`config.mk`:
```
export PLATFORM = sky130hd
export DESIGN_NAME = alu_issue
export DESIGN_NICKNAME = d
export VERILOG_FILES = /design/src/rtl/alu_issue.sv
export SDC_FILE = /design/constraint.sdc
export NUM_CORES = 1
export LEC_CHECK = 0
export CAP_MARGIN = 30
export CELL_PAD_IN_SITES_DETAIL_PLACEMENT = 1
export CELL_PAD_IN_SITES_GLOBAL_PLACEMENT = 2
export CORE_ASPECT_RATIO = 1.1
export CORE_UTILIZATION = 25
export DETAILED_ROUTE_END_ITERATION = 6
export PLACE_DENSITY_LB_ADDON = 0.1
export SYNTH_ARGS = -nofsm -noshare
export SYNTH_HDL_FRONTEND = slang
export SYNTH_SLANG_ARGS = --single-unit
```
`constraint.sdc`:
```
create_clock -name clk -period 2.3 [get_ports clk]
set_input_delay 0.575 -clock clk [delete_from_list [all_inputs] [get_ports clk]]
set_output_delay 0.575 -clock clk [all_outputs]
set_load 0.02 [all_outputs]
```
`src/rtl/alu_issue.sv`:
```
// rtl/alu_issue.sv - valid/ready sequencer that drives and captures the combinational ALU; optional ALU_ISSUE_TRAP_EN
`timescale 1ns/1ps
module alu_issue #(
  parameter int EXEC_CYCLES = 1
) (
  input  logic        clk,
  input  logic        rst_n,
  input  logic        cmd_valid,
  output logic        cmd_ready,
  input  logic [5:0]  cmd_funct,
  input  logic [31:0] cmd_a,
  input  logic [31:0] cmd_b,
  output logic        rsp_valid,
  input  logic        rsp_ready,
  output logic [31:0] rsp_result,
  output logic        rsp_ovf,
  output logic        rsp_zero,
  output logic        rsp_err,
  output logic [31:0] alu_a,
  output logic [31:0] alu_b,
  output logic [2:0]  alu_ctr,
  input  logic [31:0] alu_result,
  input  logic        alu_overflow,
  input  logic        alu_z
);

  typedef enum logic [1:0] {IDLE, EXEC, RESP} state_t;

  // Settle counter starts at EXEC_CYCLES-1 so capture lands EXEC_CYCLES edges after accept.
  localparam logic [3:0] CNT_LOAD = 4'(EXEC_CYCLES - 1);

  state_t      state_q, state_d;
  logic [3:0]  cnt_q, cnt_d;
  logic        cmd_ready_q, cmd_ready_d;
  logic        rsp_valid_q, rsp_valid_d;
  logic [31:0] rsp_result_q, rsp_result_d;
  logic        rsp_ovf_q, rsp_ovf_d;
  logic        rsp_zero_q, rsp_zero_d;
  logic        rsp_err_q, rsp_err_d;
  logic [31:0] alu_a_q, alu_a_d;
  logic [31:0] alu_b_q, alu_b_d;
  logic [2:0]  alu_ctr_q, alu_ctr_d;
  logic        dec_legal;
  logic [2:0]  dec_ctr;
  logic        trap;

  // Translate the R-type funct field into the ALU control code.
  always_comb begin
    dec_legal = 1'b1;
    dec_ctr   = 3'b000;
    case (cmd_funct)
      6'b100001: dec_ctr = 3'b000;
      6'b100000: dec_ctr = 3'b001;
      6'b100101: dec_ctr = 3'b010;
      6'b100011: dec_ctr = 3'b100;
      6'b100010: dec_ctr = 3'b101;
      6'b101011: dec_ctr = 3'b110;
      6'b101010: dec_ctr = 3'b111;
      default:   dec_legal = 1'b0;
    endcase
  end

`ifdef ALU_ISSUE_TRAP_EN
  // Only the signed add/sub raise an overflow trap; unsigned ops wrap silently.
  assign trap = alu_overflow && ((alu_ctr_q == 3'b001) || (alu_ctr_q == 3'b101));
`else
  assign trap = 1'b0;
`endif

  // Next-state and registered-output logic; handshake flags follow the next state.
  always_comb begin
    state_d      = state_q;
    cnt_d        = cnt_q;
    rsp_result_d = rsp_result_q;
    rsp_ovf_d    = rsp_ovf_q;
    rsp_zero_d   = rsp_zero_q;
    rsp_err_d    = rsp_err_q;
    alu_a_d      = alu_a_q;
    alu_b_d      = alu_b_q;
    alu_ctr_d    = alu_ctr_q;
    case (state_q)
      IDLE: begin
        if (cmd_valid && cmd_ready_q) begin
          if (dec_legal) begin
            alu_a_d   = cmd_a;
            alu_b_d   = cmd_b;
            alu_ctr_d = dec_ctr;
            cnt_d     = CNT_LOAD;
            state_d   = EXEC;
          end else begin
            rsp_result_d = 32'd0;
            rsp_ovf_d    = 1'b0;
            rsp_zero_d   = 1'b0;
            rsp_err_d    = 1'b1;
            state_d      = RESP;
          end
        end
      end
      EXEC: begin
        if (cnt_q == 4'd0) begin
          rsp_result_d = trap ? 32'd0 : alu_result;
          rsp_ovf_d    = alu_overflow;
          rsp_zero_d   = trap ? 1'b0 : alu_z;
          rsp_err_d    = trap;
          state_d      = RESP;
        end else begin
          cnt_d = cnt_q - 4'd1;
        end
      end
      RESP: begin
        if (rsp_valid_q && rsp_ready) begin
          state_d = IDLE;
        end
      end
      default: state_d = IDLE;
    endcase
    cmd_ready_d = (state_d == IDLE);
    rsp_valid_d = (state_d == RESP);
  end

  // State and output registers; reset holds cmd_ready low until the first edge after release.
  always_ff @(posedge clk or negedge rst_n) begin
    if (!rst_n) begin
      state_q      <= IDLE;
      cnt_q        <= 4'd0;
      cmd_ready_q  <= 1'b0;
      rsp_valid_q  <= 1'b0;
      rsp_result_q <= 32'd0;
      rsp_ovf_q    <= 1'b0;
      rsp_zero_q   <= 1'b0;
      rsp_err_q    <= 1'b0;
      alu_a_q      <= 32'd0;
      alu_b_q      <= 32'd0;
      alu_ctr_q    <= 3'b000;
    end else begin
      state_q      <= state_d;
      cnt_q        <= cnt_d;
      cmd_ready_q  <= cmd_ready_d;
      rsp_valid_q  <= rsp_valid_d;
      rsp_result_q <= rsp_result_d;
      rsp_ovf_q    <= rsp_ovf_d;
      rsp_zero_q   <= rsp_zero_d;
      rsp_err_q    <= rsp_err_d;
      alu_a_q      <= alu_a_d;
      alu_b_q      <= alu_b_d;
      alu_ctr_q    <= alu_ctr_d;
    end
  end

  assign cmd_ready  = cmd_ready_q;
  assign rsp_valid  = rsp_valid_q;
  assign rsp_result = rsp_result_q;
  assign rsp_ovf    = rsp_ovf_q;
  assign rsp_zero   = rsp_zero_q;
  assign rsp_err    = rsp_err_q;
  assign alu_a      = alu_a_q;
  assign alu_b      = alu_b_q;
  assign alu_ctr    = alu_ctr_q;

endmodule

```
==> metrics.md, run 1 <==
| Metric | Value |
|---|---|
| CTS Hold Bufs | 0 |
| GP Congestion | 0.650 |
| Post-synth top cells | dfrtp_1 (110), mux2_1 (36), a22o_1 (34) |
| Post-Place Setup Slack | -0.150 ns |
| DR vias/cell | 4.46 |
| Setup bufs post-CTS | 0 |
| Root Driver | clkbuf_16 |
| Yosys top cell area share | 64.6% |
| Via count | 3164 |
| Tcrit/Tclk final | 90.6% |
| Layout Skew | 0.00951 ns |
| Yosys cell types | 32 |
| Die area | 17600 um^2 |
| Net Count, Synth | 386 |
| Die Y-Extent | 139 um |
| Cell area power density | 1160 nW/um^2 |
| CTS resizes | 0 |
| #FFs+latches synth | 110 |
| Combinational share of power | 43.6% |
| Wire length per cell | 16.8 um |
| Min Tclk post-route | 2.08 ns |
| Number of port buffers | 211 |
| DR pass1 iterations | 4 |
| Post-detailed-route DRC marker count | 0 |
| CP cell instances | clkdlybuf4s50_1 -> nand2b_4 -> a211o_4 -> nor2_8 -> buf_12 -> mux2_2 |
| Clock Power Share | 19.2% |
| Clk sink count | 110 |
| GR Overflow Total | 0 |
| Post-synth EDFFs | 0 |
| Dominant synthesized flop cell | dfrtp_1 |
| Slowest-stage cell, CP | clkdlybuf4s50_1 |
| Sw Pwr | 2.71 mW |
| Clock-pin slew on the worst setup and hold paths | 0.07 ns |
| Least-Margin Pin Slew | 0.565 ns |
| Final setup fails | 0 |
| Register area share after synthesis | 64.6% |
| Maximum vdd drop | 0.000377 V |
| Nets | 613 |
| Share of cells above drive strength 1 | 13.4% |
| CP max stage delay | 0.47 ns |
| Max_cap viols | 0 |
| Core Footprint | 16500 um^2 |
| CP Buf/Inv Count | 2 |
| # rows | 49 |
| Arr. time, crit path | 2.31 ns |
| Initial cell density of the core | 25.8% |
| Die Wd | 126 um |
| Largest family of logic cells by synthesized area | multiplexers |
| Switching share of total power | 33.2% |
| Post-DRT Antenna Nets | 0 |
| Crit path max-delay family | buffers and inverters |
| I/O pin total | 212 |
| Crit path max fanout | 24 |
| RSZ-0062 raised after global routing | false |
| Compound-cell area share of the yosys netlist | 9.89% |
| Setup Crit Path Kind | in -> reg |
| Hold Path Class | in -> async |
| Wirelength, routed | 11900 um |
| Status | finished clean |
| Latest clock arrival within the worst-skew pair | 0.35 ns |
| Pin count of the biggest net entering global routing | 41 |
| Fillcell total | 1710 |
| CTS tree | built |
| GRT Overall Usage | 14.2% |
| Mux share of post-synthesis cell area | 17.6% |
| Top cells by area, synth | dfrtp_1 (65%), mux2_1 (9.5%), mux2_2 (7.7%) |
| Area growth syn-to-layout | 65.4% |
| XOR/XNOR Fraction of Synth Area | 0% |
| Post-synth top area cell | dfrtp_1 |
| Setup crit start kind | input port |
| Post-Syn Area | 4260 um^2 |
| Post-Synth Adder-Cell Area | 0.587% |
| Final Hold Fails | 0 |
| Max-slew headroom | 62.3% |
| CTS buffer count | 9 |
| WP data required | 2.53 ns |
| DP HPWL | 8800 um |
| Sequential Power Share | 37.2% |
| Crit. End Element | flip-flop |
| Vias in the first global route | 3481 |
| Int Pwr | 5.46 mW |
| Worst setup margin | 0.216 ns |
| Most common cell in the netlist | dfrtp_1 |
| Synth warn | 0 |
| WP depth | 6 |
| Asr flop ratio synth | 100% |
| Antenna violations before repair | 0 |
| Slew Limit Fails | 0 |
| ANT cells | 0 |
| Initial DRC Count | 93 |
| Max Root-Sink Buffers | 2 |
| Hold Slack | 0.213 ns |
| Worst-case reg-to-reg path depth | 8 |
| Mapped Avg Cell Area | 15.4 um^2 |
| Leak | 3.10 nW |
| FMAX | 480 MHz |
| First-pass GRT wire length | 19300 um |
| Simple-gate portion of the synthesized area | 4.32% |
| Syn Inst Count | 276 |
| Max H-tree Level | 3 |
[worst paths after layout]
kind	startpoint	end	slack, ns
max reg2reg	cnt_q[0]$_DFFE_PN0P_	rsp_result[3]$_DFFE_PN0P_	0.61
min in group clk	alu_b[14]$_DFFE_PN0P_	alu_b[14]$_DFFE_PN0P_	0.49
min	rst_n	alu_b[11]$_DFFE_PN0P_	0.21
max in group asynchronous	rst_n	rsp_zero$_DFFE_PN0P_	1.49
min reg2reg	alu_b[14]$_DFFE_PN0P_	alu_b[14]$_DFFE_PN0P_	0.49
max	cmd_funct[1]	alu_b[2]$_DFFE_PN0P_	0.22
[final cells by class]
type | instances | area (um^2) | share of cell area, %
flip-flops and latches | 110 | 2750 | 39.0
well taps | 204 | 255 | 3.62
repair buffers | 231 | 2350 | 33.3
clock buffers | 13 | 260 | 3.69
inverters | 4 | 15.0 | 0.213
clock inverters | 1 | 30.0 | 0.426
multi-input cells | 147 | 1390 | 19.7
[registers in the layout, indices dropped and copies added, names as in the netlist]
| name | cells |
|---|---|
| alu_a | 32 |
| state_q | 2 |
| alu_ctr | 3 |
| rsp_result | 32 |
| cnt_q | 4 |
| rsp_ovf | 1 |
| rsp_zero | 1 |
| rsp_err | 1 |
| cmd_ready | 1 |
| alu_b | 32 |
| rsp_valid | 1 |
[metal layers]
metal | vias to the layer above | GRT usage [%] | wire length (um)
met5 | - | 0 | 0
met4 | 0 | 6.34 | 201
met3 | 13 | 3.40 | 717
met2 | 123 | 22.3 | 5700
met1 | 1577 | 18.6 | 5330
li1 | 1451 | - | -
[worst register-to-register path: stages, from the launching register on]
cell	delay, ns
dfrtp_1	0.40
inv_1	0.09
ha_1	0.17
nand2b_1	0.13
o21ai_1	0.16
buf_4	0.17
o211ai_4	0.11
buf_12	0.17
a22o_1	0.19
[cell usage in the layout, fill, tap and decap left out, types with 2 or more instances in the layout]
cell             count
a21oi_1              8
a22o_1              34
buf_12               7
buf_4               14
clkbuf_1             2
clkbuf_16            9
clkbuf_8             2
clkdlybuf4s50_1    210
dfrtp_1            110
ha_1                 2
inv_1                4
mux2_1              36
mux2_2              29
mux2i_1              2
nand2_1              7
nand2b_1             3
nor2_1               5
nor2b_1              2
nor3_1               2
o21ai_0              2
[power by group through the flow]
| stage | sequential [mW] | combinational, mW | clock (mW) |
|---|---|---|---|
| final | 3.04 | 3.56 | 1.57 |
| after global routing | 3.15 | 3.76 | 1.71 |
| after CTS | 3.05 | 3.62 | 1.65 |
| after detailed placement | 3.08 | 3.61 | 0 |
| after global placement | 3.06 | 3.55 | 0 |
| after floorplan | 3.93 | 0.748 | 0 |
[logic make-up (layout without fill, tap and decap cells)]
kind of cell	count (synthesis)	after routing
multiplexers	67	67
flip-flops	110	110
adder cells (fa/ha/maj)	2	2
buffers and inverters	19	249
AO/OA/AOI/OAI	51	51
AND/OR/NAND/NOR	27	27
[stage by stage]
stage          area (um^2)  utilization, %  power, mW  TNS [ns]  std cells
5_1_grt               7050            42.7       8.61         0        710
2_1_floorplan         4260               -       4.68         0        276
4_1_cts               7050            42.7       8.31         0        710
3_5_place_dp          6760            41.0       6.69    -10.06        696
6_report              7050            42.7       8.17         0        710
3_3_place_gp          6760            41.0       6.61     -6.69        696
(Power assumes the default switching activity.)
==> run 2: changes to the inputs <==
Settings changed: CORE_ASPECT_RATIO 1.1 to 0.7, TNS_END_PERCENT set to 50.
==> run 2 against run 1 <==
Against the previous run:
- critical path depth did not move
- global-route usage increased by 0.33 points
- utilization increased by 0.25 points
- register-to-register slack worse by 0.06 ns
- total power is 1.8% higher
- non-clock buffer count decreased by 5
- final area increased by 0.60%
- first-iteration DRC count decreased by 7.5%
- clock power increased by 9.6%
- worst hold slack worse by 0.024 ns
- flip-flop and latch count unchanged
- critical path type unchanged
- largest cell class unchanged
==> metrics.md, run 2 (same netlist as run 1, synthesis figures left out) <==
| Metric | Value |
|---|---|
| Setup crit start kind | input port |
| CTS tree | built |
| Crit path max fanout | 19 (-21%) |
| Post-DRT Antenna Nets | 0 (unchanged) |
| Die area | 17600 um^2 (about the same) |
| Cell area power density | 1170 nW/um^2 (+1.2%) |
| DR vias/cell | 4.30 (-3.5%) |
| Arr. time, crit path | 2.35 ns (+0.04 ns) |
| Max Root-Sink Buffers | 2 (unchanged) |
| Sequential cell area | 2750 um^2 (unchanged) |
| Hold Path Class | in -> async |
| Multi-input gate area | 1390 um^2 (unchanged) |
| Fillcell total | 1726 (+0.94%) |
| Commonest non-fill, non-tap cells in the layout | clkdlybuf4s50_1 (210), dfrtp_1 (110), mux2_1 (36) |
| Hold Slack | 0.189 ns (-0.0238 ns) |
| Clock-pin slew on the worst setup and hold paths | 0.08 ns (about the same) |
| Nets | 608 (-0.82%) |
| Sequential Power Share | 36.6% (-0.6 points) |
| Leak | 3.09 nW (-0.39%) |
| Layout Skew | 0.00977 ns (+0.000267 ns) |
| I/O pin total | 212 (unchanged) |
| Max H-tree Level | 3 (unchanged) |
| Root Driver | clkbuf_16 |
| Clock Power Share | 20.7% (+1.5 points) |
| Setup Crit Path Kind | in -> reg |
| Wire length per cell | 16.7 um (-0.75%) |
| Non-filler cells, final | 728 (+2.5%) |
| WP data required | 2.53 ns (about the same) |
| # rows | 39 (-20%) |
| Switching share of total power | 33.4% (+0.21 points) |
| DP HPWL | 9020 um (+2.5%) |
| Vias in the first global route | 3481 (unchanged) |
| Sw Pwr | 2.78 mW (+2.5%) |
| Min Tclk post-route | 2.12 ns (+0.0391 ns) |
| DR pass1 iterations | 4 (unchanged) |
| Number of port buffers | 211 (unchanged) |
| Max_cap viols | 0 (unchanged) |
| Final design utilization | 43.0% (+0.25 points) |
| Max-slew headroom | 66.8% (+4.5 points) |
| Most common cell after layout, fill and taps aside | clkdlybuf4s50_1 |
| Area growth syn-to-layout | 66.4% |
| Initial DRC Count | 86 (-7.5%) |
| Die Wd | 158 um (+25%) |
| Setup bufs post-CTS | 0 (unchanged) |
| GR Overflow Total | 0 (unchanged) |
| Area after DPL | 6760 um^2 (about the same) |
| CTS buffer count | 9 (unchanged) |
| Die Y-Extent | 111 um (-20%) |
| Int Pwr | 5.54 mW (+1.5%) |
| Latest clock arrival within the worst-skew pair | 0.34 ns (about the same) |
| Design Power | 8.32 mW (+1.8%) |
| Antenna violations before repair | 0 (unchanged) |
| Share of cells above drive strength 1 | 13.3% (-0.12 points) |
| First-pass GRT wire length | 19500 um (+0.64%) |
| Post-detailed-route DRC marker count | 0 (unchanged) |
| Tcrit/Tclk final | 92.3% (+1.7 points) |
| Core Footprint | 16500 um^2 (about the same) |
| CTS resizes | 0 (unchanged) |
| Slew Limit Fails | 0 (unchanged) |
| Crit. End Element | flip-flop |
| Combinational share of power | 42.6% (-1.0 points) |
| Pin count of the biggest net entering global routing | 40 (-2.4%) |
| Status | finished clean |
| Design area | 7090 um^2 (+0.60%) |
| Clk sink count | 110 (unchanged) |
| Maximum vdd drop | 0.000402 V (+6.7%) |
| Final setup fails | 0 (unchanged) |
| RSZ-0062 raised after global routing | false |
| Final Hold Fails | 0 (unchanged) |
| Initial cell density of the core | 25.8% (about the same) |
| Worst-case reg-to-reg path depth | 7 (-1) |
| GRT Overall Usage | 14.6% (+0.33 points) |
| ANT cells | 0 (unchanged) |
| FMAX | 471 MHz (-1.8%) |
| CTS Hold Bufs | 0 (unchanged) |
| Via count | 3131 (-1.0%) |
| Least-Margin Pin Slew | 0.497 ns (-0.0676 ns) |
| Wirelength, routed | 12200 um (+1.8%) |
| Dpl cells | 712 (+2.3%) |
| GP Congestion | 0.698 (+7.3%) |
## run 2: cell count changes in the layout (fill, tap and decap cells not counted), sizes merged
cell	previous run	this run
buf	21	16
clkbuf	13	10
clkinvlp	0	2
bufinv	1	2
clkinv	0	1
inv	4	5
## run 2: cell type report
class	count	area share [%]
tap	225	3.97
multi-input combinational	147	19.6
clock buffer	10	3.37
sequential	110	38.8
inverter	4	0.212
clock inverter	6	1.31
timing repair buffer	226	32.7
## run 2: final timing paths
kind,to,start,slack (ns)
worst max-delay path,alu_b[22]$_DFFE_PN0P_,cmd_funct[1],0.18
worst min-delay path,rsp_result[22]$_DFFE_PN0P_,rst_n,0.19
worst max register to register,rsp_result[13]$_DFFE_PN0P_,cnt_q[0]$_DFFE_PN0P_,0.55
worst min register to register,alu_b[29]$_DFFE_PN0P_,alu_b[29]$_DFFE_PN0P_,0.49
max in group asynchronous,alu_b[1]$_DFFE_PN0P_,rst_n,1.50
min in group clk,alu_b[29]$_DFFE_PN0P_,alu_b[29]$_DFFE_PN0P_,0.49
## run 2: critical path: stages
cell and delay, ns:
clkdlybuf4s50_1 0.50, nand2b_4 0.19, a211o_4 0.36, nor2_8 0.18
buf_12 0.19, mux2_2 0.35
## run 2: metrics by stage
step	setup TNS, ns	setup WS, ns
final	0	0.177
after global routing	0	0.134
after CTS	0	0.188
after detailed placement	-14.21	-0.184
after global placement	-9.97	-0.137
after floorplan	0	0.392
## run 2: power groups by stage
stage	Sequential (mW)	Clock (mW)	Combinational, mW
3_5_place_dp	3.09	0	3.60
4_1_cts	3.06	1.81	3.61
3_3_place_gp	3.06	0	3.55
5_1_grt	3.17	1.87	3.77
6_report	3.05	1.72	3.54
2_1_floorplan	3.93	0	0.748
## run 2: layer usage
metal	wire [um]	global-route usage, %
met3	1280	7.15
met4	110	3.53
met1	5290	18.4
met2	5470	22.1
met5	0	0
==> run 3: changes to the inputs <==
Settings changed: PLACE_DENSITY set to 0.83, PLACE_DENSITY_LB_ADDON 0.1 to unset.
==> run 3 against run 2 <==
Against the previous run:
- via count increased by 0.38%
- non-clock buffer count down 4
- utilization down 0.85 points
- combinational power about the same
- critical path depth did not move
- die area stayed put
- worst setup slack improved by 0.042 ns
- routed wire length is 2.6% lower
- clock power down 14%
- register-to-register slack lost 0.16 ns
- first-iteration DRC count is 17% lower
- clock skew fell by 0.0038 ns
- critical path type unchanged
- largest power group unchanged
==> metrics.md, run 3 (same netlist as run 1, synthesis figures left out) <==
| Metric | Value |
|---|---|
| Status | finished clean |
| GP Congestion | 0.705 (+1.1%) |
| GRT Overall Usage | 13.9% (-0.66 points) |
| DR vias/cell | 4.35 (+1.2%) |
| CTS resizes | 0 (unchanged) |
| Latest clock arrival within the worst-skew pair | 0.35 ns (about the same) |
| Area growth syn-to-layout | 63.1% |
| Multi-input gate area | 1390 um^2 (unchanged) |
| RSZ-0062 raised after global routing | false |
| Commonest non-fill, non-tap cells in the layout | clkdlybuf4s50_1 (210), dfrtp_1 (110), mux2_1 (36) |
| Cell area power density | 1160 nW/um^2 (-1.2%) |
| Worst setup margin | 0.219 ns (+0.0418 ns) |
| Clk sink count | 110 (unchanged) |
| Max-slew headroom | 59.3% (-7.5 points) |
| Clock Power Share | 18.3% (-2.4 points) |
| Final setup fails | 0 (unchanged) |
| Share of cells above drive strength 1 | 12.3% (-1.0 points) |
| CTS Hold Bufs | 0 (unchanged) |
| Combinational share of power | 43.6% (+1.0 points) |
| CTS tree | built |
| ANT cells | 0 (unchanged) |
| Fillcell total | 1716 (-0.58%) |
| Setup Crit Path Kind | in -> reg |
| Core Footprint | 16500 um^2 (unchanged) |
| Least-Margin Pin Slew | 0.610 ns (+0.112 ns) |
| # rows | 39 (unchanged) |
| Layout Skew | 0.00594 ns (-0.00383 ns) |
| Initial DRC Count | 71 (-17%) |
| Die Y-Extent | 111 um (unchanged) |
| Initial cell density of the core | 25.8% (unchanged) |
| Root Driver | clkbuf_16 |
| Sequential cell area | 2750 um^2 (unchanged) |
| Design Power | 8.05 mW (-3.2%) |
| Wire length per cell | 16.4 um (-1.8%) |
| Die Wd | 158 um (unchanged) |
| I/O pin total | 212 (unchanged) |
| Sequential Power Share | 38.1% (+1.5 points) |
| Setup bufs post-CTS | 0 (unchanged) |
| Crit. End Element | flip-flop |
| Via count | 3143 (+0.38%) |
| Min Tclk post-route | 2.08 ns (-0.0418 ns) |
| First-pass GRT wire length | 18600 um (-4.4%) |
| CP cell instances | clkdlybuf4s50_1 -> nand2b_4 -> a211o_4 -> nor2_8 -> buf_12 -> mux2_1 |
| Final Hold Fails | 0 (unchanged) |
| Pin count of the biggest net entering global routing | 111 (+180%) |
| Max Root-Sink Buffers | 2 (unchanged) |
| Post-detailed-route DRC marker count | 0 (unchanged) |
| Sw Pwr | 2.76 mW (-0.70%) |
| Post-DRT Antenna Nets | 0 (unchanged) |
| Nets | 604 (-0.66%) |
| Switching share of total power | 34.3% (+0.86 points) |
| Setup TNS | 0 ns (unchanged) |
| Slowest-stage cell, CP | clkdlybuf4s50_1 |
| Most common cell after layout, fill and taps aside | clkdlybuf4s50_1 |
| Crit path max fanout | 32 (+13) |
| Post-Place Setup Slack | -0.145 ns (+0.0393 ns) |
| CTS buffer count | 9 (unchanged) |
| Leak | 3.03 nW (-1.9%) |
| Vias in the first global route | 3400 (-2.3%) |
| GR Overflow Total | 0 (unchanged) |
| Antenna violations before repair | 0 (unchanged) |
| WP data required | 2.53 ns (about the same) |
| Wirelength, routed | 11800 um (-2.6%) |
| Slew Limit Fails | 0 (unchanged) |
| Max H-tree Level | 3 (unchanged) |
| DR pass1 iterations | 4 (unchanged) |
| Int Pwr | 5.29 mW (-4.4%) |
| Hold Path Class | in -> async |
| Max_cap viols | 0 (unchanged) |
| Arr. time, crit path | 2.31 ns (-0.04 ns) |
| Die area | 17600 um^2 (unchanged) |
| DP HPWL | 8460 um (-6.2%) |
| CP max stage delay | 0.48 ns (-0.02 ns) |
| Maximum vdd drop | 0.000404 V (+0.46%) |
| Number of port buffers | 211 (unchanged) |
| Setup crit start kind | input port |
| FMAX | 481 MHz (+2.0%) |
| Hold Slack | 0.282 ns (+0.0931 ns) |
| Tcrit/Tclk final | 90.5% (-1.8 points) |
| Clock-pin slew on the worst setup and hold paths | 0.07 ns (about the same) |
[run 3: cell types whose count changed in the layout (fill, tap and decap cells not counted), sizes merged]
| cell | change |
|---|---|
| buf | -4 |
| bufinv | -2 |
| clkinv | -1 |
| inv | +1 |
[run 3: through the flow]
stage | area, um^2 | instances | util [%]
after floorplan | 4260 | 276 | -
after global placement | 6680 | 708 | 40.5
after detailed placement | 6680 | 708 | 40.5
after CTS | 6950 | 722 | 42.1
after global routing | 6950 | 722 | 42.1
final | 6950 | 722 | 42.1
[run 3: final cells by class]
class / instances / area share [%]
inverters: 4 / 0.216
flip-flops and latches: 110 / 39.6
repair buffers: 222 / 32.3
well taps: 225 / 4.05
clock buffers: 10 / 3.44
multi-input cells: 147 / 20.0
clock inverters: 4 / 0.468
[run 3: final timing paths]
path	startpoint	to	slack, ns	cells after the start
hold / removal	rst_n	alu_a[16]$_DFFE_PN0P_	0.28	2
max in group asynchronous	rst_n	rsp_result[23]$_DFFE_PN0P_	1.55	2
hold reg to reg	alu_b[29]$_DFFE_PN0P_	alu_b[29]$_DFFE_PN0P_	0.49	1
min in group clk	alu_b[29]$_DFFE_PN0P_	alu_b[29]$_DFFE_PN0P_	0.49	1
setup / recovery	cmd_funct[1]	alu_a[6]$_DFFE_PN0P_	0.22	6
setup reg to reg	cnt_q[0]$_DFFE_PN0P_	rsp_result[8]$_DFFE_PN0P_	0.39	7
[run 3: worst max-delay path: cells and delay by family]
kind	cells	cell delay, ns
AO/OA/AOI/OAI	1	0.36
buffers and inverters	2	0.70
multiplexers	1	0.35
AND/OR/NAND/NOR	2	0.31
[run 3: per-layer routing]
| layer | wire length, um | part of all wire [%] | GRT usage, % | vias to the layer above |
|---|---|---|---|---|
| li1 | - | - | - | 1433 |
| met5 | 0 | 0 | 0 | - |
| met3 | 1340 | 11 | 7.00 | 8 |
| met1 | 5190 | 44 | 16.9 | 1547 |
| met4 | 85 | 0.72 | 3.27 | 0 |
| met2 | 5220 | 44 | 21.7 | 155 |
[run 3: power by group through the flow]
stage / clock network [mW] / registers, mW / logic [mW]
3_3_place_gp: 0 / 3.07 / 3.49
4_1_cts: 1.55 / 3.08 / 3.56
3_5_place_dp: 0 / 3.11 / 3.55
2_1_floorplan: 0 / 3.93 / 0.748
5_1_grt: 1.62 / 3.17 / 3.72
6_report: 1.48 / 3.07 / 3.51
